==> config.mk <==
export PLATFORM = sky130hd
export DESIGN_NAME = mmio_responder
export DESIGN_NICKNAME = d
export VERILOG_FILES = /design/src/rtl/mmio_responder.sv
export SDC_FILE = /design/constraint.sdc
export NUM_CORES = 1
export LEC_CHECK = 0
export ABC_AREA = 1
export CORE_MARGIN = 2
export CORE_UTILIZATION = 55
export CTS_BUF_LIST = sky130_fd_sc_hd__clkbuf_16
export CTS_CLUSTER_DIAMETER = 150
export DETAILED_ROUTE_END_ITERATION = 7
export PLACE_DENSITY = 0.75
export SLEW_MARGIN = 20
export SYNTH_ARGS = -nofsm -noshare
export SYNTH_HDL_FRONTEND = slang
export SYNTH_SLANG_ARGS = --single-unit
==> constraint.sdc <==
create_clock -name clock -period 3.67 [get_ports clock]
set_input_delay 0.367 -clock clock [delete_from_list [all_inputs] [get_ports clock]]
set_output_delay 0.367 -clock clock [all_outputs]
set_load 0.05 [all_outputs]
==> src/rtl/mmio_responder.sv <==
// MMIO responder beside dmem: 4-word I/O window (TXDATA, STATUS, CYCLE, SCRATCH), 1-cycle registered reads.
// Build option: define MMIO_IRQ_EN to enable the STATUS.irq_en bit and a registered irq output.

module mmio_fifo #(
  parameter int W     = 32,
  parameter int DEPTH = 8,
  parameter int CW    = $clog2(DEPTH) + 1
) (
  input  logic          clock,
  input  logic          reset,
  input  logic          in_vld,
  input  logic [W-1:0]  in_dat,
  output logic          in_rdy,
  output logic          out_vld,
  output logic [W-1:0]  out_dat,
  input  logic          out_rdy,
  output logic [CW-1:0] count,
  output logic [CW-1:0] count_nxt,
  output logic          full
);
  localparam int PW = $clog2(DEPTH);

  logic [W-1:0]  mem_q [DEPTH];
  logic [W-1:0]  mem_d [DEPTH];
  logic [PW-1:0] wr_q, wr_d, rd_q, rd_d;
  logic [CW-1:0] cnt_q, cnt_d;
  logic          push, pop;

  assign full    = (cnt_q == CW'(DEPTH));
  assign out_vld = (cnt_q != '0);
  assign pop     = out_vld && out_rdy;
  // A full FIFO still accepts a word when the head leaves on the same edge.
  assign in_rdy  = !full || pop;
  assign push    = in_vld && in_rdy;
  assign out_dat = out_vld ? mem_q[rd_q] : '0;
  assign count     = cnt_q;
  assign count_nxt = cnt_d;

  always_comb begin
    mem_d = mem_q;
    wr_d  = wr_q;
    rd_d  = rd_q;
    cnt_d = cnt_q;
    if (push) begin
      mem_d[wr_q] = in_dat;
      wr_d        = wr_q + PW'(1);
    end
    if (pop) begin
      rd_d = rd_q + PW'(1);
    end
    case ({push, pop})
      2'b10:   cnt_d = cnt_q + CW'(1);
      2'b01:   cnt_d = cnt_q - CW'(1);
      default: cnt_d = cnt_q;
    endcase
  end

  always_ff @(posedge clock) begin
    if (reset) begin
      for (int i = 0; i < DEPTH; i++) mem_q[i] <= '0;
      wr_q  <= '0;
      rd_q  <= '0;
      cnt_q <= '0;
    end else begin
      mem_q <= mem_d;
      wr_q  <= wr_d;
      rd_q  <= rd_d;
      cnt_q <= cnt_d;
    end
  end
endmodule

module mmio_responder #(
  parameter int                ADDR_W     = 12,
  parameter int                DATA_W     = 32,
  parameter int                FIFO_DEPTH = 8,
  parameter logic [ADDR_W-1:0] IO_BASE    = 12'hF00
) (
  input  logic              clock,
  input  logic              reset,
  input  logic [ADDR_W-1:0] address_dmem,
  input  logic [DATA_W-1:0] data,
  input  logic              wren,
  output logic [DATA_W-1:0] q_mmio,
  output logic              sel_mmio,
  output logic              out_valid,
  output logic [DATA_W-1:0] out_data,
  input  logic              out_ready,
  output logic              irq
);
  localparam int CW = $clog2(FIFO_DEPTH) + 1;

  logic              hit;
  logic [1:0]        off;
  logic              wr_tx, wr_status, wr_cycle, wr_scratch;
  logic              tx_rdy, fifo_full;
  logic [CW-1:0]     fifo_count, fifo_count_nxt;
  logic [DATA_W-1:0] status;
  logic              irq_en;

  logic [DATA_W-1:0] q_mmio_q, q_mmio_d;
  logic              sel_mmio_q, sel_mmio_d;
  logic              ovf_q, ovf_d;
  logic [DATA_W-1:0] cycle_q, cycle_d;
  logic [DATA_W-1:0] scratch_q, scratch_d;

  assign hit        = (address_dmem[ADDR_W-1:2] == IO_BASE[ADDR_W-1:2]);
  assign off        = address_dmem[1:0];
  assign wr_tx      = hit && wren && (off == 2'd0);
  assign wr_status  = hit && wren && (off == 2'd1);
  assign wr_cycle   = hit && wren && (off == 2'd2);
  assign wr_scratch = hit && wren && (off == 2'd3);

  mmio_fifo #(.W(DATA_W), .DEPTH(FIFO_DEPTH), .CW(CW)) u_tx_fifo (
    .clock     (clock),
    .reset     (reset),
    .in_vld    (wr_tx),
    .in_dat    (data),
    .in_rdy    (tx_rdy),
    .out_vld   (out_valid),
    .out_dat   (out_data),
    .out_rdy   (out_ready),
    .count     (fifo_count),
    .count_nxt (fifo_count_nxt),
    .full      (fifo_full)
  );

`ifdef MMIO_IRQ_EN
  logic irq_en_q, irq_en_d;
  logic irq_q, irq_d;

  assign irq_en = irq_en_q;
  assign irq    = irq_q;

  always_comb begin
    irq_en_d = irq_en_q;
    if (wr_status) irq_en_d = data[3];
    // Built from next-state values so irq tracks the registered condition with no extra lag.
    irq_d = irq_en_d && ((fifo_count_nxt == '0) || ovf_d);
  end

  always_ff @(posedge clock) begin
    if (reset) begin
      irq_en_q <= 1'b0;
      irq_q    <= 1'b0;
    end else begin
      irq_en_q <= irq_en_d;
      irq_q    <= irq_d;
    end
  end
`else
  logic unused_cnt;
  assign unused_cnt = ^fifo_count_nxt;
  assign irq_en     = 1'b0;
  assign irq        = 1'b0;
`endif

  always_comb begin
    status       = '0;
    status[15:8] = 8'(fifo_count);
    status[3]    = irq_en;
    status[2]    = ovf_q;
    status[1]    = fifo_full;
    status[0]    = !out_valid;
  end

  always_comb begin
    ovf_d = ovf_q;
    if (wr_tx && !tx_rdy) ovf_d = 1'b1;
    if (wr_status && data[2]) ovf_d = 1'b0;

    cycle_d   = wr_cycle ? data : cycle_q + DATA_W'(1);
    scratch_d = wr_scratch ? data : scratch_q;

    // CYCLE reads return the value the counter holds when q_mmio becomes visible.
    q_mmio_d = '0;
    if (hit) begin
      case (off)
        2'd1:    q_mmio_d = status;
        2'd2:    q_mmio_d = cycle_d;
        2'd3:    q_mmio_d = scratch_q;
        default: q_mmio_d = '0;
      endcase
    end
    sel_mmio_d = hit;
  end

  always_ff @(posedge clock) begin
    if (reset) begin
      q_mmio_q   <= '0;
      sel_mmio_q <= 1'b0;
      ovf_q      <= 1'b0;
      cycle_q    <= '0;
      scratch_q  <= '0;
    end else begin
      q_mmio_q   <= q_mmio_d;
      sel_mmio_q <= sel_mmio_d;
      ovf_q      <= ovf_d;
      cycle_q    <= cycle_d;
      scratch_q  <= scratch_d;
    end
  end

  assign q_mmio   = q_mmio_q;
  assign sel_mmio = sel_mmio_q;
endmodule

==> results of run 1 <==
report_power, final:
group	switching, mW	internal (mW)
registers	0.167	3.99
logic	2.26	0.930
clock network	1.61	2.17
flip-flops by register name, indices dropped and copies added, names as in the netlist:
signal	flops
q_mmio	32
sel_mmio	1
ovf_q	1
u_tx_fifo.rd_q	3
u_tx_fifo.mem_q	256
u_tx_fifo.count	4
cycle_q	32
u_tx_fifo.wr_q	3
scratch_q	32
per-stage QoR:
stage,power (mW),instances,cell area (sq um),utilization (%),worst slack (ns)
6_report,11.1,2812,18900,63.5,0.441
5_1_grt,11.6,2812,18900,63.5,0.318
4_1_cts,11.1,2812,18900,63.5,0.540
3_5_place_dp,7.34,2740,17700,59.4,0.648
2_1_floorplan,6.36,2412,16700,-,1.24
3_3_place_gp,7.32,2740,17700,59.4,0.813
logic make-up (layout without fill, tap and decap cells):
group | after synthesis | count (layout) | share of synthesized area, %
compound gates | 545 | 545 | 17.9
simple gates | 1175 | 1175 | 29.0
other cells | 1 | 1 | 0.0224
fa+ha+maj | 6 | 6 | 0.448
xor+xnor | 18 | 18 | 0.942
buf+inv | 303 | 313 | 8.13
flops | 364 | 364 | 43.5
worst register-to-register path: stages, from the launching register on:
cell	delay [ns]
dfxtp_1	0.35
nor2_1	0.20
nand3_1	0.13
nor2_1	0.23
inv_1	0.09
nand3_1	0.18
ha_1	0.24
xor2_1	0.30
nand3_1	0.11
a21oi_1	0.13
nand2_1	0.10
o21ai_0	0.20
a21oi_1	0.08
worst min path at each step:
stage	end	slack (ns)	cells past startpoint
after floorplan	scratch_q[2]	0.43	2
final	u_tx_fifo.mem_q[233]	0.36	2
after CTS	u_tx_fifo.mem_q[226]	0.36	2
after global placement	u_tx_fifo.mem_q[63]	0.44	2
after global routing	u_tx_fifo.mem_q[164]	0.39	2
after detailed placement	u_tx_fifo.mem_q[161]	0.45	2
final cells by class:
type                    count  area, sq um  area share [%]
multi-input cells        1745         8120            42.9
flip-flops and latches    364         7290            38.6
repair buffers            159         1480            7.80
clock buffers              43         1080            5.69
well taps                 390          488            2.58
inverters                  82          310            1.64
clock inverters            29          154           0.813
per-layer routing:
metal / vias to the layer above / wire length (microns)
met5: - / 0
met4: 0 / 1870
met3: 152 / 5810
met2: 976 / 24500
met1: 7951 / 22400
li1: 7998 / -
cells in the final DEF, fill, tap and decap left out:
cell / synthesis / routed
nand2_1: 471 / 471
nor2_1: 362 / 353
clkinvlp_4: 0 / 1
conb_1: 1 / 1
nor3_1: 2 / 2
inv_1: 79 / 88
o22ai_1: 4 / 4
o21ai_2: 0 / 1
nor2_2: 3 / 11
nor2_4: 1 / 2
inv_2: 3 / 3
clkbuf_16: 0 / 43
clkbuf_8: 0 / 1
nand4_2: 1 / 1
and3_1: 1 / 1
xnor2_1: 11 / 11
o32ai_1: 64 / 64
a211oi_1: 3 / 3
inv_6: 0 / 1
o211ai_1: 3 / 3
clkinv_2: 0 / 8
o21ai_0: 138 / 138
a21oi_1: 330 / 330
buf_12: 0 / 6
o21bai_1: 2 / 2
nand4_1: 4 / 4
xor2_1: 7 / 7
clkinv_1: 0 / 8
dfxtp_1: 364 / 362
buf_4: 10 / 72
nand3_1: 330 / 330
ha_1: 6 / 6
dfxtp_4: 0 / 2
clkdlybuf4s50_1: 0 / 80
inv_4: 0 / 1
bufinv_16: 0 / 1
==> results.cfg, run 1 <==
[critical_path]
worstReg2RegStart = u_tx_fifo.count[0]
worstPathRequired_ns = 3.30
path_class = flip-flop to output pin
cp-endpoint = out_data[20]
rrSetupSlack_ns = 1.22
crit_family = flip-flops
cp_max_fo = 84
start_kind = flip-flop
end_kind = output pin
crit_chain = buf_4 -> o21ai_0 -> o32ai_1 -> o21ai_0 -> nor2_1 -> buf_4
worstSetupPathDepth = 6
max_stage_delay_ns = 0.96
cpMaxStageDelayCell = dfxtp_4
setup.worst_path.start = u_tx_fifo.rd_q[1]
r2r_cells = 12
crit_arrival_ns = 2.86
r2r_end = u_tx_fifo.count[3]
path_buf_inv = 2

[synth]
async_reset_ff_share_pct = 0
synthCells = 2412
ys_warn_count = 0
synth_cell_types = 29
synthFlopType = dfxtp_1
synth_area_sq_um = 16700
synth-seq-area-share_pct = 43.5
syn-num-nets = 2466
netlist.area_leader.share_pct = 43.5
synth-edff-count = 0
synth_common_cells = nand2_1, dfxtp_1, nor2_1, a21oi_1, nand3_1
synth.most_common_cell = nand2_1
synth_area_leaders = dfxtp_1, nand2_1, a21oi_1
syn_avg_cell_area_sq_um = 6.94
ys_seq_elements = 364
yosysTopAreaCell = dfxtp_1

[placed_design]
dpl.hpwl_mm = 32.1
gp_congestion = 0.882
portBuffers = 113

[timing]
setup_tns_ns = 0
worst_hold_slack_ns = 0.363
finClkSkew_ns = 0.0132
hold_viol_final = 0
max_slew_margin_pct = 29.9
maxSlewViolCount = 0
fin_crit_sh_pct = 88.0
setup_violations = 0
post-route-min-period_ns = 3.23
rsz0062_at_grt = no
worst_pin_slew_ns = 1.05
fmax_ghz = 0.310

[die]
fp-row-count = 63
fp.dieW_microns = 178
dieArea_sq_um = 31800
coreArea_sq_um = 29800
die_h_microns = 178
initial_core_util_pct = 56.2
pin_count = 115

[global_route]
grt_util_met3_pct = 4.77
grt-busiest-layer = met2
grt_max_degree = 143
grt_pass1_vias = 15700
met2_usage_pct = 53.6
grtUsageTotal_pct = 33.8
grt_first_pass_wirelength_mm = 85.3
antenna_found_initial = 0
grt.met1_usage_pct = 46.5
gr-total-overflow = 0

[clock_network]
cts_sinks = 364
htreeDepth = 2
cts.path.max_buffers = 3
post_cts_resize_count = 0
cts_buffers = 41
path_clk_slew_ns = 0.05
cts_hold_buf = 0
cts_root_buf = clkbuf_16
cts_tree = yes
clock_latency_ns = 0.53
post-cts-setup-buffers = 0

[route]
drc = 0
dr.pass1.iters = 6
wl_per_cell_microns = 19.4
viasPerCell = 6.07
antenna_left = 0
num_vias = 17100
wl_mm = 54.5
first_iter_violations = 2435

[layout]
drive_above_1_share_pct = 6.36
fill_cells = 2693
area_growth_pct = 13.0
diodes = 0
nets = 2447

[worst_hold_path]
min_path_type = primary input to flip-flop
min_from = reset

[pwr]
vdd.ir_drop.worst_mv = 0.576
power_density_nw_per_um2 = 589
leakagePower_nw = 6.67

[outcome]
status = finished, final reports clean

[run]
cap_violations = 0
No activity file was read; power rests on OpenSTA's default activity.
==> run 2: changes to the inputs <==
CAP_MARGIN = 20   (was unset)
CORE_UTILIZATION = 45   (was 55)
PLACE_DENSITY = 0.64   (was 0.75)
==> run 2 against run 1 <==
Effect of this change: fmax increased by 2.3%; via count decreased by 2.3%; clock skew increased by 0.00082 ns; largest cell class unchanged; largest power group unchanged; highest routed layer is now met5.
==> results.cfg, run 2 (same netlist as run 1, synthesis figures left out) <==
[critical_path]
crit_arrival_ns = 2.79
r2r_cells = 14
end_kind = output pin
worstReg2RegStart = u_tx_fifo.count[2]
start_kind = flip-flop
path_class = flip-flop to output pin
cp_max_fo = 65
r2r_end = u_tx_fifo.count[2]
worstPathRequired_ns = 3.30
rrSetupSlack_ns = 1.26

[clock_network]
post_cts_resize_count = 0
cts.path.max_buffers = 3
cts_sinks = 364
path_clk_slew_ns = 0.06
cts_buffers = 42
cts_root_buf = clkbuf_16
htreeDepth = 2
clock_latency_ns = 0.57
post-cts-setup-buffers = 0
cts_hold_buf = 0
cts_tree = yes

[timing]
post-route-min-period_ns = 3.16
rsz0062_at_grt = no
setup_violations = 0
fmax_ghz = 0.317
hold_viol_final = 0
worst_pin_slew_ns = 1.07
maxSlewViolCount = 0
fin_crit_sh_pct = 86.0
setup_tns_ns = 0
finClkSkew_ns = 0.0140
max_slew_margin_pct = 28.5

[die]
coreArea_sq_um = 36600
fp-row-count = 70
pin_count = 115
die_h_microns = 197
dieArea_sq_um = 38800
fp.dieW_microns = 197
initial_core_util_pct = 45.7

[global_route]
grt_max_degree = 218
grtUsageTotal_pct = 28.4
grt_first_pass_wirelength_mm = 86.5
gr-total-overflow = 0
grt_pass1_vias = 14900
antenna_found_initial = 2

[layout]
final_common_cell = nand2_1
regMostFlops = u_tx_fifo.mem_q
drive_above_1_share_pct = 6.67
fill_cells = 3607
multi_input_area_sq_um = 8130
finish.instance_area_sq_um = 19100
final_cell_mix = nand2_1, dfxtp_1, nor2_1
nets = 2451
stdcell_count = 2897
area_growth_pct = 14.4
seqCellArea_sq_um = 7290
largest_register_ffs = 256

[placed_design]
dp.cells = 2821
dpl.hpwl_mm = 33.9
gp_congestion = 0.847
portBuffers = 113
placed_area_sq_um = 17800

[route]
dr.pass1.iters = 5
antenna_left = 0
drc = 0
wl_mm = 56.0
first_iter_violations = 1841
viasPerCell = 5.76
wl_per_cell_microns = 19.3
num_vias = 16700

[worst_hold_path]
hold_end = u_tx_fifo.mem_q[133]
min_path_type = primary input to flip-flop
min_path_cells = 2
min_from = reset

[pwr]
leakagePower_nw = 6.72
vdd.ir_drop.worst_mv = 0.573
seqPwrFrac_pct = 36.4
clkPwrFrac_pct = 35.4
power_density_nw_per_um2 = 596
p_comb_share_pct = 28.1
p_sw_mw = 4.11
swShare_pct = 36.0
p_int_mw = 7.29

[run]
cap_violations = 0

[outcome]
status = finished, final reports clean
[run 2: cell types whose count changed in the layout (fill, tap and decap cells not counted), sizes merged]
cell | previous run | this run
buf | 78 | 81
bufinv | 1 | 2
clkbuf | 44 | 46
clkinv | 16 | 22
clkinvlp | 1 | 0
diode | 0 | 1
inv | 93 | 88
[run 2: worst max-delay path by stage]
stage | cells past startpoint | start | end
2_1_floorplan | 5 | u_tx_fifo.count[0] | out_data[22]
3_3_place_gp | 15 | address_dmem[10] | u_tx_fifo.count[2]
3_5_place_dp | 15 | address_dmem[10] | u_tx_fifo.count[2]
4_1_cts | 6 | u_tx_fifo.rd_q[1] | out_data[5]
5_1_grt | 6 | u_tx_fifo.rd_q[1] | out_data[5]
6_report | 6 | u_tx_fifo.rd_q[1] | out_data[5]
[run 2: power groups by stage]
stage,Combinational (mW),Clock [mW],Sequential [mW]
final,3.21,4.04,4.15
after global routing,3.47,4.26,4.17
after detailed placement,3.17,0,4.24
after CTS,3.19,4.09,4.15
after global placement,3.17,0,4.24
after floorplan,2.27,0,4.09
[run 2: worst max-delay path, cell delays in order, from the launching register on]
cell and delay, ns:
dfxtp_4 0.78, buf_4 0.47, o21ai_0 0.17, o32ai_1 0.17, o21ai_0 0.17, nor2_1 0.18
buf_4 0.24
[run 2: per-layer routing]
metal / track usage, % / routed length [microns] / vias up
met2: 44.0 / 25000 / 715
met5: 0 / 7 / -
met4: 9.30 / 1460 / 2
li1: - / - / 8005
met1: 39.3 / 24600 / 7868
met3: 6.31 / 4960 / 95
[run 2: per-stage QoR]
step / worst slack (ns) / hold WS [ns] / power (mW) / util (%)
floorplan: 1.24 / 0.430 / 6.36 / -
global route: 0.336 / 0.377 / 11.9 / 52.3
CTS: 0.536 / 0.330 / 11.4 / 52.3
global placement: 0.938 / 0.445 / 7.41 / 48.7
finish: 0.515 / 0.383 / 11.4 / 52.3
detailed placement: 0.892 / 0.449 / 7.40 / 48.7
[run 2: layout make-up]
type                            count  share of cell area (%)
Tap cell                          468                    3.06
Clock buffer                       45                    5.88
Timing Repair Buffer              162                    7.89
Sequential cell                   364                    38.1
Inverter                           82                    1.62
Antenna cell                        1                  0.0131
Clock inverter                     30                   0.961
Multi-Input combinational cell   1745                    42.5
==> run 3: changes to the inputs <==
clock period = 4 ns   (was 3.67 ns; I/O delays follow)
==> run 3 against run 2 <==
Effect of this change: clock skew fell by 0.0026 ns; register-to-register slack better by 0.30 ns; final area rose by 0.20%; sequential power down 7.7%; count of clock-buffer cells in the layout decreased by 4; clock power down 5.9%; combinational power decreased by 7.8%; critical path type unchanged.
==> results.cfg, run 3 (same netlist as run 1, synthesis figures left out) <==
[outcome]
status = finished, final reports clean

[placed_design]
portBuffers = 113
preCtsSetupSlack_ns = 0.852
dpl.hpwl_mm = 33.3
gp_congestion = 0.933
dp.cells = 2814

[critical_path]
r2r_cells = 14
worstReg2RegStart = u_tx_fifo.count[0]
cp_max_fo = 94
max_stage_delay_ns = 1.04
crit_family = buffers and inverters
rrSetupSlack_ns = 1.56
crit_arrival_ns = 3.45
cpMaxStageDelayCell = dfxtp_4
start_kind = flip-flop
worstPathRequired_ns = 3.60
crit_chain = buf_4 -> o21ai_0 -> o32ai_1 -> nor2_1 -> nor2_1 -> clkdlybuf4s50_1
r2r_end = u_tx_fifo.count[2]
path_buf_inv = 2
cpMostUsedCell = nor2_1
end_kind = output pin
path_class = flip-flop to output pin

[global_route]
grt_first_pass_wirelength_mm = 87.0
grt_max_degree = 214
antenna_found_initial = 0
grtUsageTotal_pct = 28.4
grt_pass1_vias = 15200
gr-total-overflow = 0

[layout]
final_common_cell = nand2_1
final_cell_mix = nand2_1, dfxtp_1, nor2_1
regMostFlops = u_tx_fifo.mem_q
stdcell_count = 2888
seqCellArea_sq_um = 7290
multi_input_area_sq_um = 8130
finalCoreUtilization_pct = 52.4
drive_above_1_share_pct = 5.17
fill_cells = 3595
area_growth_pct = 14.6
diodes = 0
nets = 2444
largest_register_ffs = 256

[route]
wl_mm = 56.6
antenna_left = 0
wl_per_cell_microns = 19.6
dr.pass1.iters = 5
num_vias = 16800
first_iter_violations = 1771
drc = 0
viasPerCell = 5.82

[timing]
setup_violations = 0
max_slew_margin_pct = 24.1
setup_tns_ns = 0
finClkSkew_ns = 0.0113
maxSlewViolCount = 0
worst_pin_slew_ns = 1.14
fmax_ghz = 0.260
hold_viol_final = 0
setup_ws_ns = 0.147
rsz0062_at_grt = no
post-route-min-period_ns = 3.85
fin_crit_sh_pct = 96.3

[die]
fp-row-count = 70
dieArea_sq_um = 38800
fp.dieW_microns = 197
initial_core_util_pct = 45.7
coreArea_sq_um = 36600
die_h_microns = 197
pin_count = 115

[worst_hold_path]
min_path_type = primary input to flip-flop
hold_end = u_tx_fifo.mem_q[200]
min_path_cells = 2
min_from = reset

[pwr]
leakagePower_nw = 6.62
power_density_nw_per_um2 = 552
vdd.ir_drop.worst_mv = 0.428

[clock_network]
cts_hold_buf = 0
cts_buffers = 41
htreeDepth = 2
cts_root_buf = clkbuf_16
post_cts_resize_count = 0
post-cts-setup-buffers = 0
clock_latency_ns = 0.56
cts_tree = yes
path_clk_slew_ns = 0.06
cts.path.max_buffers = 3
cts_sinks = 364

[run]
cap_violations = 0
==> run 3: how the worst max path moves through the flow <==
stage                                    end  cells past startpoint               start  slack, ns
after global routing            out_data[13]                      5   u_tx_fifo.rd_q[1]       0.04
after floorplan                 out_data[22]                      5  u_tx_fifo.count[0]       1.54
after detailed placement  u_tx_fifo.count[2]                     16    address_dmem[10]       0.85
after global placement           out_data[7]                      5   u_tx_fifo.rd_q[1]       0.88
final                            out_data[4]                      6   u_tx_fifo.rd_q[1]       0.15
after CTS                        out_data[4]                      6   u_tx_fifo.rd_q[1]       0.25
==> run 3: worst reg2reg max path: stages (launching register included) <==
cell and delay (ns):
dfxtp_1 0.35, nor2_1 0.16, nand3_1 0.13, nor2_1 0.23
inv_1 0.08, nand3_1 0.21, ha_1 0.26, nand2_1 0.11
inv_1 0.08, nor2_1 0.06, ha_1 0.19, a21oi_1 0.17
xnor2_1 0.10, o21ai_0 0.17, inv_1 0.05
==> run 3: power by group <==
part	switching, mW	leakage (nW)	internal, mW
combinational	2.07	3.02	0.895
clock	1.56	0.674	2.25
sequential	0.170	2.93	3.66
total	3.79	6.62	6.80
==> run 3: area by class of cell <==
| class | count | share of cell area (%) |
|---|---|---|
| sequential | 364 | 38.0 |
| inverter | 82 | 1.62 |
| tap | 468 | 3.05 |
| clock inverter | 32 | 1.55 |
| timing repair buffer | 156 | 8.02 |
| multi-input combinational | 1745 | 42.4 |
| clock buffer | 41 | 5.35 |
==> run 3: layer usage <==
| layer | global-route usage [%] | part of all wire [%] |
|---|---|---|
| met5 | 0 | 0 |
| met4 | 9.16 | 2.8 |
| met3 | 4.74 | 8.0 |
| met2 | 44.9 | 45 |
| met1 | 39.6 | 44 |
==> run 3: through the flow <==
step | cell area (sq um) | hold WS [ns] | power [mW]
after CTS | 19200 | 0.412 | 10.6
final | 19200 | 0.415 | 10.6
after floorplan | 16700 | 0.430 | 5.84
after detailed placement | 17800 | 0.449 | 6.79
after global routing | 19200 | 0.444 | 11.0
after global placement | 17800 | 0.445 | 6.79
==> RTL change 1, RTL diff (settings of run 2) <==
Set the parameter `FIFO_DEPTH` to 4 (it was 8).
--- a/src/rtl/mmio_responder.sv
+++ b/src/rtl/mmio_responder.sv
@@ -74,5 +74,5 @@
   parameter int                ADDR_W     = 12,
   parameter int                DATA_W     = 32,
-  parameter int                FIFO_DEPTH = 8,
+  parameter int                FIFO_DEPTH = 4,
   parameter logic [ADDR_W-1:0] IO_BASE    = 12'hF00
 ) (
Check against the original RTL: not equivalent (a bounded check fails within 10 cycles, from zero or initial values and one cycle with reset high).
==> RTL change 1 against run 2 <==
Setup slack gained 0.25 ns; total power shrank 51%; cell area shrank 31%; clock skew shrank 0.0068 ns; synthesized area shrank 37%; wire length shrank 43%; sequential share of layout area shrank 2.7 points; via count shrank 38%; sequential cell count shrank 131; critical path type unchanged; critical endpoint is now out_data[15].
==> RTL change 1: results (changes against run 2) <==
| Metric | Value |
|---|---|
| Skew-Pair Late Insertion Delay | `0.53 ns (-0.04 ns)` |
| Relative slew slack | `0.461 (+0.176)` |
| Crit path arrival time | `2.53 ns (-0.26 ns)` |
| Run status | `complete, no violations` |
| R2R cell count | `9 (-5)` |
| Detailed-route vias per instance | `5.35 (-7.1%)` |
| VDD IR max | `0.231 mV (-60%)` |
| Ranking of synthesized cells by area | `dfxtp_1, nor2_1, o21ai_0` |
| Area fraction in compound gates after synthesis | `0.174 (-0.00521)` |
| Total clock buffers created by CTS | `26 (-38%)` |
| Antenna violations before repair | `1 (-1)` |
| Worst clock skew | `0.00716 ns (-0.00681 ns)` |
| Antenna diode count | `0 (-1)` |
| Net count of the mapped netlist | `1593 (-35%)` |
| Startpoint of the lowest-slack hold path | `scratch_q[6]` |
| Slowest stage cell on the critical path | `clkinv_1` |
| Worst reg2reg setup slack | `1.48 ns (+0.22 ns)` |
| Slowest Stage Delay on Critical Path | `0.47 ns (-0.31 ns)` |
| Ranking of synthesized cells by instance count | `nor2_1, dfxtp_1, o21ai_0` |
| Initial DRC count | `746 (-59%)` |
| Leakage power total | `0.00479 µW (-29%)` |
| Number of nets at the end of the flow | `1652 (-33%)` |
| Net Switching | `1190 µW (-71%)` |
| Detailed placer's ending HPWL | `19800 µm (-42%)` |
| Routability congestion estimate from global placement | `0.909 (+7.4%)` |
| R2r endpoint | `u_tx_fifo.mem_q[95]` |
| Xor/xnor cell area share of the yosys netlist | `0.0107 (+0.00130)` |
| Distinct cell type count of the synthesized netlist | `30 (+3.4%)` |
| Capture endpoint of the worst hold path | `scratch_q[6]` |
| Min-Delay Path Class | `reg -> reg` |
| Maximum number of pins on one net before global-route repair | `138 (-37%)` |
| Max reg flops | `128 (-50%)` |
| Aggregate global-route resource usage | `0.255 (-0.0292)` |
[RTL change 1: cell types whose count changed in the layout (fill, tap and decap cells not counted), sizes merged, moves of 22 or more]
cell,run 2,this run
nand3,330,43
o32ai,64,0
nand2,471,185
buf,81,59
a21oi,330,105
dfxtp,364,233
o21ai,139,242
or2,0,23
nor3,2,131
[RTL change 1: metal layers]
metal	track usage	wire, µm	vias to the layer above
li1	-	-	5162
met2	0.423	14700	289
met1	0.351	14800	4860
met3	0.0345	1740	45
met5	0	0	-
met4	0.0645	652	0
[RTL change 1: worst max-delay path: cells and delay by family, from the launching register on]
kind	cells	cell delay, ns
compound gates	2	0.45
buf+inv	3	1.09
flops	1	0.34
simple gates	1	0.11
[RTL change 1: power groups by stage]
| stage | registers (µW) | logic (µW) | clock network, µW |
|---|---|---|---|
| after floorplan | 2590 | 63.8 | 0 |
| after global placement | 2590 | 182 | 0 |
| after detailed placement | 2590 | 182 | 0 |
| after CTS | 2530 | 183 | 2850 |
| after global routing | 2530 | 197 | 2960 |
| final | 2530 | 185 | 2820 |
[RTL change 1: cell type report]
class | instances | area [µm²] | share of cell area
multi-input combinational | 1111 | 5160 | 0.392
sequential | 233 | 4670 | 0.354
timing repair buffer | 140 | 1690 | 0.129
clock buffer | 27 | 676 | 0.0513
tap | 319 | 399 | 0.0303
inverter | 85 | 320 | 0.0243
clock inverter | 21 | 251 | 0.0191
[RTL change 1: worst max-delay path by stage]
stage / to / slack, ns / depth (start not counted)
3_3_place_gp: u_tx_fifo.mem_q[64] / 0.83 / 12
2_1_floorplan: u_tx_fifo.count[2] / 1.34 / 15
6_report: out_data[15] / 0.77 / 6
3_5_place_dp: u_tx_fifo.mem_q[64] / 0.79 / 12
5_1_grt: out_data[15] / 0.62 / 6
4_1_cts: out_data[15] / 0.79 / 6
[RTL change 1: logic make-up (layout without fill, tap and decap cells)]
kind of cell / count (synthesis) / in the layout
fa+ha+maj: 7 / 7
other cells: 1 / 1
simple gates: 728 / 728
flops: 233 / 233
buf+inv: 194 / 273
xor+xnor: 13 / 13
compound gates: 362 / 362
[RTL change 1: metrics by stage]
step / setup slack, ns / util / hold WS (ns) / instance area [µm²] / std cells
floorplan: 1.34 / - / 0.424 / 10600 / 1538
global placement: 0.832 / 0.524 / 0.431 / 12200 / 1887
CTS: 0.794 / 0.564 / 0.444 / 13200 / 1936
global route: 0.617 / 0.564 / 0.461 / 13200 / 1936
finish: 0.769 / 0.564 / 0.442 / 13200 / 1936
detailed placement: 0.789 / 0.524 / 0.434 / 12200 / 1888
==> RTL change 2, RTL diff (flow settings as in run 2) <==
Without the edit above. Compare `cnt_q` against `CW'(DEPTH)` with >= in place of ==.
--- a/src/rtl/mmio_responder.sv
+++ b/src/rtl/mmio_responder.sv
@@ -27,5 +27,5 @@
   logic          push, pop;
 
-  assign full    = (cnt_q == CW'(DEPTH));
+  assign full    = (cnt_q >= CW'(DEPTH));
   assign out_vld = (cnt_q != '0);
   assign pop     = out_vld && out_rdy;
Function: same outputs for any inputs over 4 cycles, from zero or initial values and one cycle with reset high; that may be too few to reach the edited logic, so the function may still have changed.
==> RTL change 2 against run 2 <==
Die area is 0.67% higher; sequential power is 1% lower; register-to-register slack worse by 0.17 ns; synthesized area is 0.69% higher; wire length is 1.1% higher; cell count hardly changed; cell area is 0.19% higher; largest cell class unchanged; fmax is 4.5% higher; critical path type unchanged; sequential cell count stayed put; total power is 2.1% higher; global-route usage is 0.14 points higher; setup slack better by 0.14 ns.
==> RTL change 2: results (changes against run 2) <==
| Metric | Value |
|---|---|
| Share of async-settable or async-resettable flops after synthesis | `0 (unchanged)` |
| Sequential-to-total area share from yosys stat | `0.432 (-0.00297)` |
| Initial DRC count | `1679 (-8.8%)` |
| First-pass GRT wire length | `87700 µm (+1.4%)` |
| Distinct cell type count of the synthesized netlist | `34 (+17%)` |
| Yosys warns | `0 (unchanged)` |
| Maximum number of pins on one net before global-route repair | `185 (-15%)` |
| Detailed-route vias per instance | `5.78 (+0.28%)` |
| Total clock buffers created by CTS | `41 (-2.4%)` |
| Ranking of synthesized cells by instance count | `nand2_1, dfxtp_1, nor2_1` |
| P_int | `7380 µW (+1.2%)` |
| Relative slew slack | `0.293 (+0.00724)` |
| Clock slew seen by the registers of the worst setup and hold paths | `0.06 ns (about the same)` |
| Total length of routed wires | `56600 µm (+1.1%)` |
| Clock buffer depth | `3 (unchanged)` |
| Most common flop cell mapped by yosys | `dfxtp_1` |
| Min-Delay Path Class | `in -> reg` |
| Crit-path max FO | `129 (+98%)` |
| H-Tree Level Count | `2 (unchanged)` |
| Aggregate global-route resource usage | `0.286 (+0.00137)` |
| Max reg flops | `256 (unchanged)` |
| Run status | `complete, no violations` |
| Vias in the first global route | `15489 (+3.7%)` |
| Skew-Pair Late Insertion Delay | `0.56 ns` |
| Count of buffers inserted at the top-level ports | `113 (unchanged)` |
| Routability congestion estimate from global placement | `0.893 (+5.5%)` |
| Worst clock skew | `0.0148 ns (+0.000842 ns)` |
| Leakage power total | `0.00676 µW (+0.60%)` |
| VDD IR max | `0.486 mV (-15%)` |
| Top reg by flops | `u_tx_fifo.mem_q` |
| Antenna diode count | `0 (-1)` |
| Antenna violations before repair | `0 (-2)` |
| First-pass DRT Iterations | `6 (+1)` |
| Share of cells above drive strength 1 | `0.0663 (-0.000412)` |
| Detailed placer's ending HPWL | `33600 µm (-0.83%)` |
| Crit path arrival time | `2.65 ns (-0.14 ns)` |
| Count of filler cells inserted in the layout | `3579 (-0.78%)` |
| Clock root cell | `clkbuf_16` |
| Ranking of synthesized cells by area | `dfxtp_1, nand2_1, a21oi_1` |
| Number of nets at the end of the flow | `2451 (unchanged)` |
| Buffer count from post-CTS setup fixing | `0 (unchanged)` |
| Post-cts gate resize count | `0 (unchanged)` |
| Worst setup slack after placement | `0.794 ns (-0.0979 ns)` |
## RTL change 2: path summary, 6_finish.rpt
kind,start,to,slack [ns],cells past startpoint
setup / recovery,u_tx_fifo.rd_q[0],out_data[11],0.65,6
hold / removal,reset,cycle_q[1],0.22,2
setup reg to reg,u_tx_fifo.count[0],u_tx_fifo.mem_q[23],1.09,9
hold reg to reg,u_tx_fifo.mem_q[185],u_tx_fifo.mem_q[185],0.46,2
## RTL change 2: kinds of logic (layout without fill, tap and decap cells)
| group | count (synthesis) | count (layout) | synth area share |
|---|---|---|---|
| buf+inv | 306 | 312 | 0.0834 |
| compound gates | 543 | 543 | 0.177 |
| flops | 364 | 364 | 0.432 |
| xor+xnor | 20 | 20 | 0.0104 |
| simple gates | 1182 | 1182 | 0.292 |
| fa+ha+maj | 6 | 6 | 0.00445 |
| other cells | 1 | 1 | 0.000223 |
## RTL change 2: area by class of cell
cell class,instances,area [µm²],area share
multi-input cells,1752,8230,0.429
flip-flops and latches,364,7290,0.380
repair buffers,152,1430,0.0746
clock buffers,44,1100,0.0574
well taps,468,586,0.0305
inverters,86,325,0.0170
clock inverters,30,213,0.0111
## RTL change 2: stage by stage
| step | std cells | instance area, µm² | utilization | hold slack [ns] |
|---|---|---|---|---|
| finish | 2896 | 19200 | 0.521 | 0.225 |
| global placement | 2821 | 17800 | 0.485 | 0.445 |
| floorplan | 2422 | 16900 | - | 0.425 |
| CTS | 2895 | 19100 | 0.521 | 0.201 |
| global route | 2896 | 19200 | 0.521 | 0.221 |
| detailed placement | 2821 | 17800 | 0.485 | 0.450 |
## RTL change 2: critical path: stages (launching register included)
cell	delay (ns)
dfxtp_4	0.37
buf_12	0.42
nor2_1	0.08
o32ai_1	0.36
o21ai_0	0.12
nor2_1	0.34
buf_4	0.28
## RTL change 2: power groups by stage
stage	clock [µW]	combinational (µW)	sequential (µW)
floorplan	0	2440	4100
global placement	0	3420	4200
detailed placement	0	3410	4200
CTS	4110	3430	4110
global route	4260	3750	4120
finish	4060	3460	4110
## RTL change 2: per-layer routing
layer  track usage  wire, µm  up-vias
li1              -         -     8005
met4         0.109      1920        0
met1         0.399     24900     7881
met3        0.0454      4600      112
met5             0         0        -
met2         0.443     25200      728
